`src/rtl/logic_acc_4b.sv`:
```
// logic_acc_4b: flow-controlled accumulator behind the 4-bit gate units.
// Optional parity output is enabled by defining LOGIC_ACC_PARITY_EN.
module logic_acc_4b #(
   parameter int WIDTH = 4,
   parameter int CNT_W = 8
) (
   input  logic             clk,
   input  logic             rst,
   input  logic             in_valid,
   output logic             in_ready,
   input  logic [2:0]       op,
   input  logic [WIDTH-1:0] operand,
   output logic             out_valid,
   input  logic             out_ready,
   output logic [WIDTH-1:0] acc,
   output logic             zero,
   output logic             carry,
   output logic [CNT_W-1:0] op_count
`ifdef LOGIC_ACC_PARITY_EN
   ,
   output logic             parity
`endif
);

   localparam logic [2:0] OP_LOAD = 3'd0;
   localparam logic [2:0] OP_AND  = 3'd1;
   localparam logic [2:0] OP_NAND = 3'd2;
   localparam logic [2:0] OP_OR   = 3'd3;
   localparam logic [2:0] OP_NOR  = 3'd4;
   localparam logic [2:0] OP_XOR  = 3'd5;
   localparam logic [2:0] OP_ADD  = 3'd6;
   localparam logic [2:0] OP_CLR  = 3'd7;

   typedef enum logic [1:0] {
      IDLE = 2'd0,
      EXEC = 2'd1,
      RESP = 2'd2
   } state_t;

   state_t           state;
   state_t           state_nx;
   logic [2:0]       op_q;
   logic [WIDTH-1:0] opnd_q;
   logic [WIDTH-1:0] acc_nx;
   logic             carry_nx;
   logic [WIDTH:0]   sum;
   logic             accept;
   logic             exec;
   logic             done;

   // Handshake decode and next state; the unused encoding behaves as IDLE.
   always_comb begin
      state_nx  = state;
      in_ready  = 1'b0;
      out_valid = 1'b0;
      accept    = 1'b0;
      exec      = 1'b0;
      done      = 1'b0;
      case (state)
         EXEC: begin
            exec     = 1'b1;
            state_nx = RESP;
         end
         RESP: begin
            out_valid = 1'b1;
            if (out_ready) begin
               done     = 1'b1;
               state_nx = IDLE;
            end
         end
         default: begin
            in_ready = 1'b1;
            if (in_valid) begin
               accept   = 1'b1;
               state_nx = EXEC;
            end
         end
      endcase
   end

   // Result of the latched opcode applied to acc and the latched operand.
   always_comb begin
      sum      = {1'b0, acc} + {1'b0, opnd_q};
      acc_nx   = acc;
      carry_nx = 1'b0;
      case (op_q)
         OP_LOAD: acc_nx = opnd_q;
         OP_AND:  acc_nx = acc & opnd_q;
         OP_NAND: acc_nx = ~(acc & opnd_q);
         OP_OR:   acc_nx = acc | opnd_q;
         OP_NOR:  acc_nx = ~(acc | opnd_q);
         OP_XOR:  acc_nx = acc ^ opnd_q;
         OP_ADD: begin
            acc_nx   = sum[WIDTH-1:0];
            carry_nx = sum[WIDTH];
         end
         OP_CLR:  acc_nx = '0;
         default: acc_nx = acc;
      endcase
   end

   // State register.
   always_ff @(posedge clk or posedge rst) begin
      if (rst) state <= IDLE;
      else     state <= state_nx;
   end

   // Capture opcode and operand only on the accepting edge.
   always_ff @(posedge clk or posedge rst) begin
      if (rst) begin
         op_q   <= OP_LOAD;
         opnd_q <= '0;
      end else if (accept) begin
         op_q   <= op;
         opnd_q <= operand;
      end
   end

   // Accumulator and flags update once, in EXEC; held through RESP.
   always_ff @(posedge clk or posedge rst) begin
      if (rst) begin
         acc   <= '0;
         zero  <= 1'b1;
         carry <= 1'b0;
      end else if (exec) begin
         acc   <= acc_nx;
         zero  <= (acc_nx == '0);
         carry <= carry_nx;
      end
   end

   // Count completed output handshakes, wrapping naturally.
   always_ff @(posedge clk or posedge rst) begin
      if (rst)       op_count <= '0;
      else if (done) op_count <= op_count + CNT_W'(1);
   end

`ifdef LOGIC_ACC_PARITY_EN
   // Parity of the accumulator, registered alongside it.
   always_ff @(posedge clk or posedge rst) begin
      if (rst)       parity <= 1'b0;
      else if (exec) parity <= ^acc_nx;
   end
`endif

endmodule

```
`config.mk`:
```
export PLATFORM = sky130hd
export DESIGN_NAME = logic_acc_4b
export DESIGN_NICKNAME = d
export VERILOG_FILES = /design/src/rtl/logic_acc_4b.sv
export SDC_FILE = /design/constraint.sdc
export NUM_CORES = 1
export LEC_CHECK = 0
export BUFFER_PORTS_ARGS = -buffer_cell sky130_fd_sc_hd__buf_4
export CORE_AREA = 2 2 55 57
export DETAILED_ROUTE_END_ITERATION = 12
export DIE_AREA = 0 0 57 59
export PLACE_DENSITY = 0.72
export SKIP_CTS_REPAIR_TIMING = 1
export SLEW_MARGIN = 40
export SYNTH_ARGS = -nofsm -noshare
export SYNTH_HDL_FRONTEND = slang
export SYNTH_SLANG_ARGS = --single-unit
```
`constraint.sdc`:
```
create_clock -name clk -period 2.2 [get_ports clk]
set_clock_uncertainty 0.05 [all_clocks]
set_input_delay 0.33 -clock clk [delete_from_list [all_inputs] [get_ports clk]]
set_output_delay 0.33 -clock clk [all_outputs]
set_load 0.02 [all_outputs]
```
* Yosys cells after proc, flatten, opt, wreduce, memory -nomap -nowiden
Index checks and enable logic that the tools add are counted.
Word-level totals: logic and storage cells 41, output and inout bits 16, flip-flop bits (word level) 23, input port bits 11
Cells by class: bitwise operators 5, add/subtract/negate cells 2, muxes and demuxes 12, equality and inequality tests 10, reductions and logical operators 5
Operators by type and width (count):
- $pmux 4 s8 | 1
- $eq 3x3->1 const B | 4
- $add 8x1->8 const B | 1
- $mux 1 | 8
- $not 4->4 | 2
- $eq 3x2->1 const B | 2
- $add 4x4->5 | 1
- $and 4x4->4 | 1
- $logic_not 4->1 | 1
- $mux 2 | 2
- $or 4x4->4 | 1
- $pmux 2 s2 | 1
- $xor 4x4->4 | 1
- $eq 3x1->1 const B | 1
- $logic_not 3->1 | 1
- $reduce_bool 3->1 | 1
- $eq 2x1->1 const B | 1
- $eq 2x2->1 const B | 1
- $ne 2x2->1 const B | 1
- $reduce_and 2->1 | 1
- $reduce_or 2->1 | 1

* Logic depth before layout (Yosys ltp)
word-level depth 4, mapped depth 7, mapped depth without buffers 7

* Worst setup path after synthesis
Ideal clock, no wire load.
kind reg2reg, from register acc[0], to register zero, library setup time 78 ps, arrival 1978 ps, path slack 94 ps, cell stages (with the launch flop) 8, clock period less this slack 2106 ps, cells stage by stage dfrtp_1 -> ha_1 -> fa_1 -> xnor2_1 -> a211oi_1 -> o311ai_0 -> o2111ai_1 -> o22ai_1
On the way: cells in the longest elaborated chain, start to end 4, elaborated cells between the ends (all ways) 8, classes of those cells add/sub (1); mux (1); bitwise (5); reduce/logical (1)
Ends and longest elaborated chain:
- start: declaration | line 15 | output logic [WIDTH-1:0] acc,
- start signal: assignment | line 126 | acc <= acc_nx;
- parallel branches: the longest is 2 deep, another holds $add 4x4->5
- $pmux 4 s8 (*) | line 86 | case (op_q)
- $logic_not 4->1 (*) | line 127 | zero <= (acc_nx == '0);
- end signal: assignment | line 127
- end: declaration | line 16 | output logic zero,
Mark *: on every way between the ends. A chain may end at the register's enable or synchronous reset.

* Final worst setup path
from register acc[2], to register acc[3]
On the way: cells in the longest elaborated chain, start to end 2
Ends and longest elaborated chain:
- $add 4x4->5 | line 83 | sum = {1'b0, acc} + {1'b0, opnd_q};
- $pmux 4 s8 | line 86
Every way passes these cells.

==> out/results.txt <==
status = finished clean
CP endpoint kind = flip-flop
DP Area = 1670 um2
vias in the first global route = 1,173
RSZ-0062 raised after global routing = false
hpwl dp = 2.284 mm
post-route setup TNS = 0 ns
fmax = 0.4786 GHz
average routed wire per standard cell = 15.45 um
share of layout cells above drive strength 1 = 0.2917
routability-driven placement congestion ratio = 0.8549
Int Power = 1.532 mW
Inst Count DP = 194
Switching Fraction = 0.4486
vias per cell = 5.729
largest net degree at the start of global routing = 18
core area = 2710 um2
Final Routed Wirelength = 3.075 mm
final-layout fill cell count = 246
Synthesis Warnings = 0
LEAKAGE = 0.8466 nW
max-slew violation count = 0
largest area contributor in the netlist = dfrtp_1
Crit Path Max Fanout = 6
Die Wd = 57 um
FF+latch count, synth = 23
max-cap violation count = 0
Die ar. = 3363 um2
via count = 1,140
top cell type's share of synthesized area = 0.3863
startpoint types = flip-flop
Pre-Repair DR Iteration Count = 4
nets@finish = 192
PwrDens = 1614 nW/um2
NetSw = 1.246 mW
Post-Syn Instances = 137
TritonCTS buffer count = 3
Flop pwr share = 0.306
Mapped Avg Cell Area = 10.40 um2
Ports = 27
Iter 0 DRT Violations = 37
sequential-to-total area share from yosys stat = 0.4047
worst-case clock buffer depth = 2
WS Path Type = flip-flop to flip-flop
Post-Layout Cell Count = 199
Root Buffer = clkbuf_4
Antenna Diode Count = 0
DRC = 0
clk sinks = 23
Synth Net Count = 160
Comb pwr share = 0.624
Area Overhead vs Synth = 20.81%
Routed Antenna Nets = 0
register area = 576.8 um2
clock share of power = 0.070
initial antenna violation count = 0
minimum clock period = 2.089 ns
worst min-delay path class = input port to flip-flop
Hold Vio Cnt, Final = 0
TritonCTS clock tree = yes
Cell Area, Synth = 1425 um2
Arrival @ worst endpoint = 2.25 ns
post-route cell area = 1722 um2
max_slew headroom = 0.6790
I/O Buffers = 26
Worst Tran Pin Value = 0.4814 ns
gr ovfl total = 0
Max H-tree Level = 1
crit share post-route = 0.9497
worst vdd ir = 0.001264 V
Clk pin slew, worst setup/hold paths = 0.12 ns
multi-input logic area = 773.2 um2
Total GRT Usage = 0.1994
synth unique cells = 39
first-pass GRT wire length = 5.147 mm
Req. time, crit path = 2.36 ns
Initial Util = 0.5259
Synth area leaders = dfrtp_1 39%, ha_1 9.7%, mux2_2 7.9%, inv_1 4.5%, mux2i_1 3.5%
Site Rows = 19
Clk Latency, worst-skew pair = 0.31 ns
final setup fails = 0
Die Y = 59 um
[cell usage in the layout (no fill, tap or decap)]
cell type      synthesis  routed
buf_4                  1      31
dfrtp_1               22      22
inv_1                 17      17
ha_1                  11      11
mux2_2                10      10
nand2_1                6       6
and3_1                 5       5
xnor2_1                5       5
mux2i_1                5       5
nand3_1                4       4
nor2_1                 4       4
o22ai_1                4       4
xor2_1                 3       3
nand2b_1               3       3
o21ai_0                3       3
a21oi_1                3       3
clkbuf_4               0       3
or3_1                  2       2
o31ai_1                2       2
a211oi_1               2       2
nor3b_1                2       2
o221ai_1               2       2
o21a_1                 2       2
a221oi_1               1       1
nand4b_1               1       1
a311oi_1               1       1
o32ai_2                0       1
nor2b_1                1       1
nor3_1                 1       1
o311ai_2               0       1
a21o_2                 1       1
o2bb2ai_1              1       1
o32a_1                 1       1
o2111ai_1              1       1
mux2_4                 1       1
a22o_1                 1       1
fa_1                   1       1
clkbuf_1               1       1
dlygate4sd3_1          0       1
dfstp_2                1       1
[routing by layer]
layer / global-route usage / vias to the layer above / routed length (um)
met5: 0 / - / 0
met2: 0.3612 / 29 / 1629
met4: 0.08306 / 0 / 72
met1: 0.2310 / 554 / 1246
li1: - / 548 / -
met3: 0.03930 / 9 / 126
[stage by stage]
stage / power, mW / setup WS (ns) / util / hold WS, ns
after floorplan: 2.031 / 0.09397 / - / 0.2812
after global placement: 2.453 / 0.1154 / 0.6163 / 0.2301
after detailed placement: 2.519 / 0.03542 / 0.6163 / 0.2346
after CTS: 2.732 / 0.006371 / 0.6260 / -0.1067
after global routing: 3.014 / 0.01354 / 0.6353 / 0.1803
final: 2.778 / 0.1107 / 0.6353 / 0.1945
[final cells by class]
cell class / instances / share of cell area
inverters: 17 / 0.03706
flip-flops and latches: 23 / 0.3350
clock buffers: 4 / 0.01526
well taps: 31 / 0.02253
repair buffers: 32 / 0.1410
multi-input cells: 92 / 0.4491
[flip-flops by register name, summed over array words and instances, names as in the netlist]
register  cells
zero          1
carry         1
op_count      8
state         2
opnd_q        4
acc           4
op_q          3
[final timing paths]
kind | slack [ns] | to | from | cells after the start
max in group asynchronous | 1.07 | zero | rst | 4
min in group asynchronous | 0.45 | carry | rst | 3
min | 0.19 | opnd_q[3] | operand[3] | 2
max reg2reg | 0.11 | acc[3] | acc[2] | 7
min reg2reg | 0.45 | zero | zero | 2
max | 0.11 | acc[3] | acc[2] | 7
[power by group through the flow]
stage	logic (mW)	registers, mW	clock network (mW)
final	1.73	0.851	0.194
after global routing	1.91	0.888	0.217
after CTS	1.68	0.848	0.199
after detailed placement	1.67	0.854	0
after global placement	1.61	0.839	0
after floorplan	1.17	0.861	0
[logic make-up after synthesis]
group,share of synthesized area
and+or+nand+nor,0.1089
AOI/OAI and AO/OA,0.1387
DFF,0.4047
buffers and inverters,0.06321
muxes,0.1247
adders and majority gates,0.1106
xor gates and xnor gates,0.04917
[critical path, cell delays in order, from the launching register on]
cell and delay, ns:
dfrtp_1 0.40, inv_1 0.07, ha_1 0.39, a21oi_1 0.13
and3_1 0.19, o21a_1 0.18, o32a_1 0.32, mux2_4 0.27
[cell usage after synthesis]
cell type and n:
dfrtp_1 22, inv_1 17, ha_1 11, mux2_2 10, nand2_1 6, and3_1 5, mux2i_1 5, xnor2_1 5
nand3_1 4, nor2_1 4, o22ai_1 4, a21oi_1 3, buf_2 3, nand2b_1 3, o21ai_0 3, xor2_1 3
a211oi_1 2, nor3b_1 2, o21a_1 2, o221ai_1 2, o31ai_1 2, or3_1 2, a21o_2 1, a221oi_1 1
a22o_1 1, a311oi_1 1, buf_4 1, clkbuf_1 1, dfstp_2 1, fa_1 1, mux2_4 1, nand4b_1 1
nor2b_1 1, nor3_1 1, o2111ai_1 1, o2bb2ai_1 1, o311ai_0 1, o32a_1 1, o32ai_1 1
Power figures use the tool's default switching activity.
